**src/rtl/matrix_ram_writer.sv**
```systemverilog
// Writeback stage: snapshots an N x N signed result matrix and streams it row-major to RAM.
// Optional WB_CHECKSUM_EN adds a running modulo-2^DATA_W checksum output.
module matrix_ram_writer #(
  parameter int N      = 10,
  parameter int DATA_W = 16,
  parameter int ADDR_W = 16
) (
  input  logic                     clk,
  input  logic                     rst,
  input  logic                     start,
  input  logic [ADDR_W-1:0]        base_addr,
  input  logic signed [DATA_W-1:0] in_matrix [N][N],
  output logic                     busy,
  output logic                     done,
  output logic                     mem_we,
  output logic [ADDR_W-1:0]        mem_addr,
  output logic [DATA_W-1:0]        mem_wdata,
  input  logic                     mem_ready
`ifdef WB_CHECKSUM_EN
  ,
  output logic [DATA_W-1:0]        checksum
`endif
);

  localparam int CW = (N > 1) ? $clog2(N) : 1;
  localparam logic [CW-1:0] LAST = CW'(N - 1);

  typedef enum logic [1:0] {
    IDLE,
    WRITE,
    FIN
  } state_t;

  state_t state;

  logic [CW-1:0] row;
  logic [CW-1:0] col;
  logic [CW-1:0] nrow;
  logic [CW-1:0] ncol;
  logic          accept;
  logic          xfer;
  logic          last;

  logic signed [DATA_W-1:0] snap [N][N];

  assign accept = (state == IDLE) && start;
  assign xfer   = (state == WRITE) && mem_ready;
  assign last   = (row == LAST) && (col == LAST);

  // Next row/column position in row-major order.
  always_comb begin
    nrow = row;
    ncol = col + 1'b1;
    if (col == LAST) begin
      ncol = '0;
      nrow = row + 1'b1;
    end
  end

  // Snapshot the matrix on acceptance; later input changes are ignored.
  always_ff @(posedge clk) begin
    if (accept) begin
      snap <= in_matrix;
    end
  end

  // Control FSM with registered RAM port and status outputs.
  always_ff @(posedge clk or negedge rst) begin
    if (!rst) begin
      state     <= IDLE;
      row       <= '0;
      col       <= '0;
      busy      <= 1'b0;
      done      <= 1'b0;
      mem_we    <= 1'b0;
      mem_addr  <= '0;
      mem_wdata <= '0;
    end else begin
      unique case (state)
        IDLE: begin
          done <= 1'b0;
          if (start) begin
            state     <= WRITE;
            row       <= '0;
            col       <= '0;
            busy      <= 1'b1;
            mem_we    <= 1'b1;
            mem_addr  <= base_addr;
            // Snapshot is written on this same edge, so take word 0 directly.
            mem_wdata <= in_matrix[0][0];
          end
        end
        WRITE: begin
          if (mem_ready) begin
            if (last) begin
              state  <= FIN;
              mem_we <= 1'b0;
              busy   <= 1'b0;
              done   <= 1'b1;
            end else begin
              row       <= nrow;
              col       <= ncol;
              // Incrementing equals base + row*N + col modulo 2^ADDR_W.
              mem_addr  <= mem_addr + ADDR_W'(1);
              mem_wdata <= snap[nrow][ncol];
            end
          end
        end
        FIN: begin
          done  <= 1'b0;
          state <= IDLE;
        end
        default: begin
          state <= IDLE;
        end
      endcase
    end
  end

`ifdef WB_CHECKSUM_EN
  // Running sum of accepted words, restarted on each new transfer.
  always_ff @(posedge clk or negedge rst) begin
    if (!rst) begin
      checksum <= '0;
    end else if (accept) begin
      checksum <= '0;
    end else if (xfer) begin
      checksum <= checksum + mem_wdata;
    end
  end
`else
  logic unused_xfer;
  assign unused_xfer = xfer;
`endif

endmodule

```
**config.mk**
```make
export PLATFORM = sky130hd
export DESIGN_NAME = matrix_ram_writer
export DESIGN_NICKNAME = d
export VERILOG_FILES = /design/src/rtl/matrix_ram_writer.sv
export SDC_FILE = /design/constraint.sdc
export NUM_CORES = 2
export LEC_CHECK = 0
export ABC_AREA = 1
export BUFFER_PORTS_ARGS = -buffer_cell sky130_fd_sc_hd__buf_2
export CAP_MARGIN = 0
export CORE_AREA = 2 2 639 641
export CTS_CLUSTER_DIAMETER = 120
export DETAILED_ROUTE_END_ITERATION = 10
export DIE_AREA = 0 0 641 643
export HOLD_SLACK_MARGIN = 0.05
export SYNTH_ARGS = -nofsm -noshare
export SYNTH_HDL_FRONTEND = slang
export SYNTH_SLANG_ARGS = --single-unit
```
**constraint.sdc**
```tcl
create_clock -name clk -period 93.3 [get_ports clk]
set_clock_uncertainty 0.15 [all_clocks]
set_input_delay 4.665 -clock clk [delete_from_list [all_inputs] [get_ports clk]]
set_output_delay 4.665 -clock clk [all_outputs]
set_load 0.05 [all_outputs]
```
==> results list <==
- Warnings from Yosys: 0
- Yosys mapped a number of flops with a built-in enable equal to 1,600.
- Actual slew at the worst max-slew pin: 1200 ps
* Post-layout minimum cycle time: 8610 ps
* Port Buffers: 1,654
* Starting density of the core: 17.2%
* Required time at the worst-slack endpoint: 93,640 ps
- Post-CTS repair changed the size of 0 cells.
* Placed instance area: 83,600 um2
- From synthesis to final layout, the design area changed by 29.4%.
* Routed wirelength normalized by instance count: 30.0 um
- Cell internal power was estimated by the tool at 1520 uW.
- Of the synthesized area, sequential elements account for 70.5%.
- Fraction of final layout cells sized beyond drive strength 1: 25.8%
- Critical path fanouts, max: 124
- Synthesized cell area: 69,700 um2
* Number of DRC markers in iteration 0: 6,341
- Combinational cell fraction of total power: 44.2%
- Counting flops and latches in the post-synthesis netlist gives 1,644.
* Largest voltage drop on the vdd net: 0.0289 mV
* Area occupied by multi-input gates: 17,400 um2
- Fill cell instance count of the final layout: 43,900
- Summing all flip-flop and latch instances after layout gives 49,100 um2.
- In this run, the clock network consumes 26.7% of the power.
- Detailed-router iteration count before antenna repair: 6
- Startpoint class of the critical path: input pin
- TritonCTS built the clock tree.
- The number of hold-slack violations in the final timing report was 0.
- Total power density per cell area: 31.8 nW/um2
- FP Rows: 234
- Headroom to the max-slew limit came out at 20.0%.
- Final-report setup violation count: 0
* Part of the total power dissipated in sequential elements: 29.1%
- Data arrival, critical path: 8950 ps
* Per-cell via count in the routed design: 4.14
* Switching power as a share of total power: 47.0%
- The die is 643 um tall.
- Category of the most critical setup path: input pin to flop
- Clk slew on worst S/H paths: 60 ps
- The first global-routing pass estimated 514,000 um of wire.
- In this run, CTS created clock tree buffers numbering 194.
- Number of hold-repair buffers added at the cts stage: 0
* Finished Cell Area: 90,200 um2
- Global placement routability congestion: 0.913
* Die W: 641 um
* Deepest clock path buffer count: 4
- For this design, the sink count on the clock tree is 1,644.
- Unrepaired setup endpoints after global routing: false
- Detailed Route WL: 406,000 um
- Final-report max-slew violation count: 0
- Cell leakage power: 0.0359 uW
- Global router's overall resource usage: 18.9%
- Net count after synthesis: 7,881
* Estimated wirelength of the detail-placed design: 321,000 um
- Floorplan core area: 405,000 um2
* Switching power of the nets: 1350 uW
* Maximum clock frequency: 0.116 GHz
- Post-detailed-route DRC marker count: 0
* Remaining global-route overflow: 0
* Maximum Capacitance Violations: 0
* Average size of a mapped cell: 11.1 um2
- Entering global routing, the biggest net connects 194 pins.
* Synthesized instance count: 6,256
* Status: completed
- The number of setup buffers added after CTS is 0.
- The floorplan step defined a die boundary enclosing 412,000 um2.
- The worst hold path belongs to the class flop to flop.
* Internal reg-to-reg setup slack: 86,700 ps
- Antenna violations before repair: 331
* Worst-skew pair later-pin latency: 900 ps
* Period utilisation layout: 9.23%
* Unique cell type count in the Yosys netlist: 38
- Maximum level of the CTS H-tree: 4
* I/O pin count: 1,655
- Setup total negative slack on the finished layout was measured at 0 ps.
* Vias in the first global route: 53,700
* FFs w/ async S/R, synth: 2.68%
* Total via count in the routed design: 55,900
* Clock root buffer: clkbuf_16
- The worst setup path is captured at a flop.
- Among all flip-flop cells after synthesis, the most frequent one is edfxtp_1.
- Total number of nets in the final design: 9,403
- Once detail routing completed, the nets flagged for antenna violations numbered 0.
## kinds of logic after synthesis
group / Yosys count / synth area share, %
AO/OA/AOI/OAI: 309 / 2.43
XOR/XNOR: 5 / 0.0629
adder cells (fa/ha/maj): 5 / 0.0898
buffers and inverters: 711 / 4.55
flip-flops: 1644 / 70.5
AND/OR/NAND/NOR: 3582 / 22.3
## through the flow
stage	instances	setup WS, ps	util, %	total power [uW]	hold WS [ps]
after global routing	13500	84420	22.2	3030	363
final	13500	84690	22.3	2860	331
after floorplan	6256	55620	-	1500	384
after global placement	13000	83830	20.6	2180	329
after detailed placement	13000	83740	20.6	2170	318
after CTS	13400	84750	22.2	2950	336
## per-layer routing
| layer | wire (um) | part of all wire, % | track usage, % |
|---|---|---|---|
| met1 | 146000 | 36 | 21.0 |
| met2 | 199000 | 49 | 32.6 |
| met3 | 40100 | 9.9 | 6.48 |
| met4 | 19500 | 4.8 | 7.81 |
| met5 | 1100 | 0.27 | 0 |
## worst paths after layout
path	from	cells after the start	end
setup / recovery	start	7	snap[1369]$_DFFE_PP_
hold / removal	mem_wdata[6]$_DFFE_PN0P_	2	mem_wdata[6]$_DFFE_PN0P_
setup reg to reg	col[1]$_DFFE_PN0P_	21	mem_wdata[14]$_DFFE_PN0P_
hold reg to reg	mem_wdata[6]$_DFFE_PN0P_	2	mem_wdata[6]$_DFFE_PN0P_
max in group asynchronous	rst	2	mem_wdata[14]$_DFFE_PN0P_
min in group asynchronous	rst	2	mem_addr[0]$_DFFE_PN0P_
## cell usage after synthesis (16+ instances only)
library cell	n	area share (%)
nor2_1	220	1.2
o21ai_1	50	0.36
dfrtp_1	44	1.6
a21bo_1	16	0.23
nand2_1	2065	11
edfxtp_1	1600	69
a21oi_1	188	1.4
buf_4	38	0.41
nand3_1	1111	8.0
buf_2	241	1.7
nand3b_1	160	1.7
inv_1	300	1.6
buf_1	22	0.12
clkbuf_1	95	0.51
o21ai_0	30	0.22
## final cells by class
class / count / share of cell area, %
Sequential cell: 1644 / 54.5
Multi-Input combinational cell: 3901 / 19.4
Timing Repair Buffer: 1730 / 9.97
Tap cell: 5428 / 7.53
Clock buffer: 228 / 5.57
Clock inverter: 130 / 1.38
Inverter: 307 / 1.32
Antenna cell: 137 / 0.380
## power groups by stage
| stage | sequential (uW) | combinational [uW] | clock [uW] |
|---|---|---|---|
| 6_report | 834 | 1270 | 765 |
| 5_1_grt | 835 | 1380 | 809 |
| 4_1_cts | 834 | 1330 | 784 |
| 3_5_place_dp | 849 | 1320 | 0 |
| 3_3_place_gp | 849 | 1330 | 0 |
| 2_1_floorplan | 875 | 624 | 0 |
## cell usage in the layout (no fill, tap or decap), types with 13 or more instances in the layout
master / count
a21bo_1: 16
a21oi_1: 188
buf_2: 1654
buf_4: 65
bufinv_16: 13
clkbuf_1: 32
clkbuf_16: 196
clkinv_1: 43
clkinv_2: 39
dfrtp_1: 44
diode_2: 137
edfxtp_1: 1600
inv_1: 297
nand2_1: 2064
nand3_1: 1111
nand3b_1: 160
nor2_1: 219
o21ai_0: 30
o21ai_1: 50
## state kept, by name, indices dropped and copies added (netlist names)
signal / flops
row: 4
col: 4
done: 1
mem_we: 1
state: 2
snap: 1600
mem_wdata: 16
mem_addr: 16
## worst max-delay path: stages
cell and delay [ps]:
buf_2 110, nand2_1 160, inv_8 600, buf_4 630, buf_4 730, buf_4 760, buf_4 870
Power figures use the tool's default switching activity.
